`config.mk`:
```
export PLATFORM = sky130hd
export DESIGN_NAME = mesm6_intc
export DESIGN_NICKNAME = d
export VERILOG_FILES = /design/src/rtl/mesm6_intc_pkg.sv /design/src/rtl/mesm6_prio_enc.sv /design/src/rtl/mesm6_intc.sv
export SDC_FILE = /design/constraint.sdc
export NUM_CORES = 1
export LEC_CHECK = 0
export ABC_AREA = 1
export CAP_MARGIN = 20
export CELL_PAD_IN_SITES_DETAIL_PLACEMENT = 1
export CELL_PAD_IN_SITES_GLOBAL_PLACEMENT = 1
export CORE_MARGIN = 2
export CORE_UTILIZATION = 42
export DETAILED_ROUTE_END_ITERATION = 7
export PLACE_DENSITY = 0.84
export SLEW_MARGIN = 15
export SYNTH_ARGS = -nofsm -noshare
export SYNTH_HDL_FRONTEND = slang
export SYNTH_HIERARCHICAL = 1
export SYNTH_SLANG_ARGS = --single-unit
export TNS_END_PERCENT = 20
```
`constraint.sdc`:
```
create_clock -name clk -period 15.23 [get_ports clk]
set_input_delay 3.046 -clock clk [delete_from_list [all_inputs] [get_ports clk]]
set_output_delay 3.046 -clock clk [all_outputs]
set_load 0.1 [all_outputs]
```
`src/rtl/mesm6_intc_pkg.sv`:
```
// Shared definitions for the MESM-6 interrupt controller: register map and
// the vector-width helper used to size vector ports.
package mesm6_intc_pkg;

  localparam logic [3:0] REG_ISR    = 4'd0;
  localparam logic [3:0] REG_MODE   = 4'd1;
  localparam logic [3:0] REG_IECCLR = 4'd2;
  localparam logic [3:0] REG_IECSET = 4'd3;
  localparam logic [3:0] REG_IEC    = 4'd4;
  localparam logic [3:0] REG_IFSCLR = 4'd5;
  localparam logic [3:0] REG_IFSSET = 4'd6;
  localparam logic [3:0] REG_IFS    = 4'd7;
  localparam logic [3:0] REG_INS    = 4'd8;
  localparam logic [3:0] REG_EOI    = 4'd9;

  // Width needed to hold vectors 0..n (0 means "no source").
  function automatic int vec_width(input int n);
    return $clog2(n + 1);
  endfunction

endpackage

```
`src/rtl/mesm6_prio_enc.sv`:
```
// Priority encoder: highest set bit i of mask gives vector N-i and its one-hot;
// an empty mask gives vector 0 and an all-zero one-hot.
module mesm6_prio_enc
  import mesm6_intc_pkg::*;
#(
  parameter  int N  = 48,
  localparam int VW = vec_width(N)
) (
  input  logic [N-1:0]  mask,
  output logic [VW-1:0] vec,
  output logic [N-1:0]  onehot
);

  // Ascending scan so the highest set bit is the last one to win.
  always_comb begin
    vec    = '0;
    onehot = '0;
    for (int i = 0; i < N; i++) begin
      if (mask[i]) begin
        vec       = VW'(N - i);
        onehot    = '0;
        onehot[i] = 1'b1;
      end
    end
  end

endmodule

```
`src/rtl/mesm6_intc.sv`:
```
// MESM-6 interrupt controller: synchronised edge/level sources, enable and
// in-service masks, nested priority and a CPU acknowledge returning a vector.
module mesm6_intc
  import mesm6_intc_pkg::*;
#(
  parameter  int NIRQ        = 48,
  parameter  int SYNC_STAGES = 2,
  localparam int VW          = vec_width(NIRQ)
) (
  input  logic            clk,
  input  logic            reset,
  input  logic [NIRQ-1:0] pic_irq,
  output logic            interrupt,
  input  logic            int_ack,
  output logic [VW-1:0]   int_vec,
  output logic            int_vec_valid,
  input  logic [14:0]     pic_addr,
  input  logic            pic_read,
  input  logic            pic_write,
  input  logic [47:0]     pic_wdata,
  output logic [47:0]     pic_rdata,
  output logic            pic_done
);

  logic [NIRQ-1:0] s;
  logic [NIRQ-1:0] s_dly_reg;
  logic [NIRQ-1:0] rise;

  logic [NIRQ-1:0] ifs_reg, ifs_next, ifs_sw;
  logic [NIRQ-1:0] iec_reg, iec_next;
  logic [NIRQ-1:0] mode_reg, mode_next;
  logic [NIRQ-1:0] ins_reg, ins_next;

  logic [NIRQ-1:0] active;
  logic [NIRQ-1:0] act_onehot;
  logic [NIRQ-1:0] ins_onehot;
  logic [VW-1:0]   va;
  logic [VW-1:0]   vi;

  logic [NIRQ-1:0] wdata;
  logic [3:0]      reg_sel;
  logic            ack_take;
  logic            unused_bits;

  assign wdata       = pic_wdata[NIRQ-1:0];
  assign reg_sel     = pic_addr[3:0];
  assign unused_bits = ^{pic_addr[14:4], pic_wdata};

  // Per-source synchroniser chain plus one more flop for edge detection.
  generate
    for (genvar gi = 0; gi < NIRQ; gi++) begin : g_sync
      logic [SYNC_STAGES-1:0] chain_reg;

      always_ff @(posedge clk or posedge reset) begin
        if (reset) begin
          chain_reg    <= '0;
          s_dly_reg[gi] <= 1'b0;
        end else begin
          chain_reg    <= SYNC_STAGES'({chain_reg, pic_irq[gi]});
          s_dly_reg[gi] <= chain_reg[SYNC_STAGES-1];
        end
      end

      assign s[gi] = chain_reg[SYNC_STAGES-1];
    end
  endgenerate

  assign rise   = s & ~s_dly_reg;
  assign active = ifs_reg & iec_reg;

  mesm6_prio_enc #(.N(NIRQ)) u_enc_active (
    .mask   (active),
    .vec    (va),
    .onehot (act_onehot)
  );

  mesm6_prio_enc #(.N(NIRQ)) u_enc_ins (
    .mask   (ins_reg),
    .vec    (vi),
    .onehot (ins_onehot)
  );

  // Smaller vector means higher priority; only a strictly higher one may nest.
  assign interrupt = (va != '0) && ((vi == '0) || (va < vi));
  assign ack_take  = int_ack & interrupt;

  always_comb begin
    mode_next = mode_reg;
    iec_next  = iec_reg;
    ifs_sw    = ifs_reg;
    ins_next  = ins_reg;
    if (pic_write) begin
      case (reg_sel)
        REG_MODE:   mode_next = wdata;
        REG_IECCLR: iec_next  = iec_reg & ~wdata;
        REG_IECSET: iec_next  = iec_reg | wdata;
        REG_IEC:    iec_next  = wdata;
        REG_IFSCLR: ifs_sw    = ifs_reg & ~wdata;
        REG_IFSSET: ifs_sw    = ifs_reg | wdata;
        REG_IFS:    ifs_sw    = wdata;
        REG_EOI:    ins_next  = ins_reg & ~ins_onehot;
        default:    ;
      endcase
    end
    // Acknowledge acts after the bus write of the same cycle.
    if (ack_take) begin
      ins_next = ins_next | act_onehot;
      ifs_sw   = ifs_sw & ~(act_onehot & mode_reg);
    end
    // Edge sources: a fresh edge beats any clear. Level sources follow s.
    ifs_next = (mode_reg & (ifs_sw | rise)) | (~mode_reg & s);
  end

  always_comb begin
    pic_rdata = '0;
    case (reg_sel)
      REG_ISR:  pic_rdata = 48'(va);
      REG_MODE: pic_rdata = 48'(mode_reg);
      REG_IEC:  pic_rdata = 48'(iec_reg);
      REG_IFS:  pic_rdata = 48'(ifs_reg);
      REG_INS:  pic_rdata = 48'(ins_reg);
      default:  pic_rdata = '0;
    endcase
  end

  always_ff @(posedge clk or posedge reset) begin
    if (reset) begin
      ifs_reg       <= '0;
      iec_reg       <= '0;
      mode_reg      <= '0;
      ins_reg       <= '0;
      pic_done      <= 1'b0;
      int_vec       <= '0;
      int_vec_valid <= 1'b0;
    end else begin
      ifs_reg       <= ifs_next;
      iec_reg       <= iec_next;
      mode_reg      <= mode_next;
      ins_reg       <= ins_next;
      pic_done      <= pic_read | pic_write;
      int_vec_valid <= int_ack;
      if (int_ack) begin
        int_vec <= ack_take ? va : '0;
      end
    end
  end

endmodule

```
==> run_results.csv <==
group,metric,value,unit
outcome,outcome,"completed",
routing,drt-total-wl,60.3,mm
setup_path,critPathTopFamily,"buffers and inverters",
setup_path,crit_buf_inv,3,
timing,finalCritPeriodShare,66.9,%
global_route,grt_usage,28.0,%
synthesis,yosysSeqAreaShare,48.7,%
synthesis,async_reset_ff_share,100,%
timing,hold_ws,0.345,ns
floorplan,rows,75,
cts,cts_made_buffers,41,
finish,largest_register_ffs,96,
floorplan,ios,173,
setup_path,critPathMaxStageDelay,1.20,ns
synthesis,syn_inst,2400,
setup_path,cp_cell_sequence,"clkdlybuf4s50_1 > nand2_1 > nor2_4 > buf_4 > nand2_1 > nand2_1 > a21oi_1 > o221ai_1 > clkdlybuf4s50_1",
cts,ctsHoldBuffers,0,
timing,fin_crit,10.18,ns
finish,num_antenna_cells,0,
finish,nNetsFinal,2649,
setup_path,crit_fanout,60,
setup_path,cp.required,12.18,ns
cts,root_buffer,"clkbuf_16",
timing,worst_pin_slew,1.09,ns
synthesis,postSynthAreaPerCell,7.36,sq um
finish,finalNonFillerCells,3094,
floorplan,die_area,43700,sq um
cts,insertion_delay,0.57,ns
finish,seq_area,8610,sq um
synthesis,synth_ff_type,"dfrtp_1",
worst_hold_path,holdPathStages,0,
cts,cts_resized,0,
timing,slew_headroom,27.5,%
routing,drtIter0Drc,1179,
pwr,power.leakage,9.85,nW
routing,vias,16800,
setup_path,cp.arrival,7.14,ns
timing,setup_viol,0,
pwr,irDropWorstVdd,0.000103,V
routing,wl_per_cell,19.5,microns
cts,cts_buffer_depth,3,
floorplan,core_area,41800,sq um
global_route,antenna_found_initial,0,
setup_path,cpMostUsedCell,"nand2_1",
global_route,grt_pass1_wl,97.0,mm
flow_run,drv_cap,0,
place,dp_cells,3024,
timing,hold_viol,0,
timing,fin_skew,0.0217,ns
cts,cts_tree,"built",
synthesis,synth_edf_count,0,
finish,multi_input_area,7390,sq um
timing,rsz0062_at_grt,"false",
floorplan,die_w,209,microns
synthesis,synthesis.nets,2521,
pwr,cellPowerDensity,142,nW/um^2
timing,finalMaxSlewViolations,0,
setup_path,worstSetupPathType,"in2out",
setup_path,reg2reg_to,"int_vec[5]",
synthesis,synth_warnings,6,
synthesis,synth_top_area_cell,"dfrtp_1",
finish,drive_gt1_share,5.87,%
setup_path,r2r-start,"ifs_reg[43]",
setup_path,critPathSlowestCell,"clkdlybuf4s50_1",
synthesis,yosysMostFrequentCell,"nand2_1",
worst_hold_path,min_from,"g_sync[43].chain_reg[0]",
timing,fin_tns_setup,0,ns
floorplan,fp.dieH,209,microns
synthesis,ys_top_cells_by_count,"789 x nand2_1, 344 x dfrtp_1, 315 x inv_1",
synthesis,syn_area,17700,sq um
cts,numClockSinks,344,
routing,ant_nets,0,
timing,max_freq,0.0982,GHz
cts,post_cts_buffers,0,
place,gp_congestion,0.876,
worst_hold_path,hold_class,"reg2reg",
setup_path,worstSetupEndpointType,"primary output",
worst_hold_path,whs_endpoint,"g_sync[43].chain_reg[1]",
floorplan,initial_core_util,42.3,%
routing,route.detailed.drc,0,
synthesis,ys_ff_latch,344,
synthesis,synth.distinct_cells,40,
setup_path,cp-start-kind,"input pin",
global_route,overflow,0,
global_route,grt_pass1_vias,17900,
pwr,power,2.99,mW
global_route,grt_max_degree,140,
cts,htree_levels,2,
routing,dr.pass1.iters,6,
place,dp_hpwl,40.5,mm
finish,n_fill_cell,5177,
synthesis,synth_top_area_share,48.7,%
routing,viasPerCell,5.44,
setup_path,reg2reg_slack,9.96,ns
place,io_buffers,161,
cts,cts.clk_slew.worst_paths,0.05,ns
synthesis,synthTopCellsByArea,"dfrtp_1 49%, nand2_1 17%, inv_1 6.7%, nor2_1 6.1%, nand4_1 2.4%",
finish,area_delta_synth_final,18.9,%
finish,finish.utilization,50.3,%
setup_path,reg2regPathDepth,18,
==> how the worst max path moves through the flow <==
stage | slack, ns | to | startpoint | cells after the start
floorplan | 2.65 | g_sync[0].chain_reg[0] | reset | 1
global placement | 5.10 | pic_rdata[2] | pic_addr[0] | 9
detailed placement | 5.03 | pic_rdata[32] | pic_addr[0] | 7
CTS | 5.00 | pic_rdata[2] | pic_addr[0] | 9
global route | 4.86 | pic_rdata[2] | pic_addr[0] | 9
finish | 5.05 | pic_rdata[2] | pic_addr[0] | 9
==> layout make-up <==
type,count,share of cell area [%]
inverter,342,6.16
clock inverter,11,0.613
tap,539,3.21
clock buffer,59,5.73
sequential,344,41.0
multi-input combinational,1623,35.2
timing repair buffer,176,8.18
==> worst register-to-register path: cells and delay by family (launching register included) <==
| kind | cells | cell delay, ns |
|---|---|---|
| AO/OA/AOI/OAI | 3 | 1.11 |
| adder cells (fa/ha/maj) | 1 | 0.36 |
| AND/OR/NAND/NOR | 10 | 2.59 |
| buffers and inverters | 4 | 0.73 |
| flip-flops | 1 | 0.40 |
==> per-layer routing <==
layer	routed length (microns)	up-vias	global-route usage, %	share of wire [%]
li1	-	7901	-	-
met1	26900	8378	38.4	45
met2	28100	435	45.6	47
met3	3620	115	4.43	6.0
met4	1650	0	8.84	2.7
met5	0	-	0	0
==> kinds of logic after synthesis <==
| logic type | share of synthesized area (%) |
|---|---|
| simple gates | 31.4 |
| compound gates | 9.85 |
| fa+ha+maj | 0.354 |
| flops | 48.7 |
| buf+inv | 9.73 |
==> cells in the final DEF, fill, tap and decap left out, types with 3 or more instances in the layout <==
| cell | Yosys | routed |
|---|---|---|
| nor3_2 | 9 | 8 |
| o21ai_0 | 82 | 82 |
| o21ai_1 | 38 | 38 |
| o2111ai_1 | 42 | 42 |
| nand4_1 | 68 | 68 |
| nor2_4 | 4 | 6 |
| nand2_1 | 789 | 788 |
| nor2_2 | 13 | 13 |
| clkbuf_8 | 0 | 11 |
| nor2_1 | 286 | 284 |
| dfrtp_1 | 344 | 344 |
| buf_4 | 13 | 15 |
| nor3_1 | 31 | 31 |
| nor4_1 | 26 | 26 |
| nand2_2 | 3 | 4 |
| nor3b_1 | 4 | 4 |
| clkbuf_1 | 41 | 7 |
| o22ai_1 | 48 | 48 |
| clkbuf_16 | 0 | 41 |
| clkdlybuf4s50_1 | 0 | 160 |
| inv_1 | 315 | 314 |
| or2_2 | 3 | 3 |
| inv_6 | 0 | 3 |
| inv_2 | 26 | 26 |
| a21oi_1 | 71 | 71 |
| nand3_1 | 79 | 78 |
| ha_1 | 5 | 5 |
==> where the power goes <==
part	internal, mW	switching, mW
logic	0.234	0.620
clock network	0.583	0.408
registers	1.04	0.110
==> through the flow <==
stage,setup slack (ns),instance area [sq um]
after detailed placement,5.03,19700
after floorplan,2.65,17700
after global routing,4.86,21000
after global placement,5.10,19700
after CTS,5.00,21000
final,5.05,21000
Power figures use the tool's default switching activity.
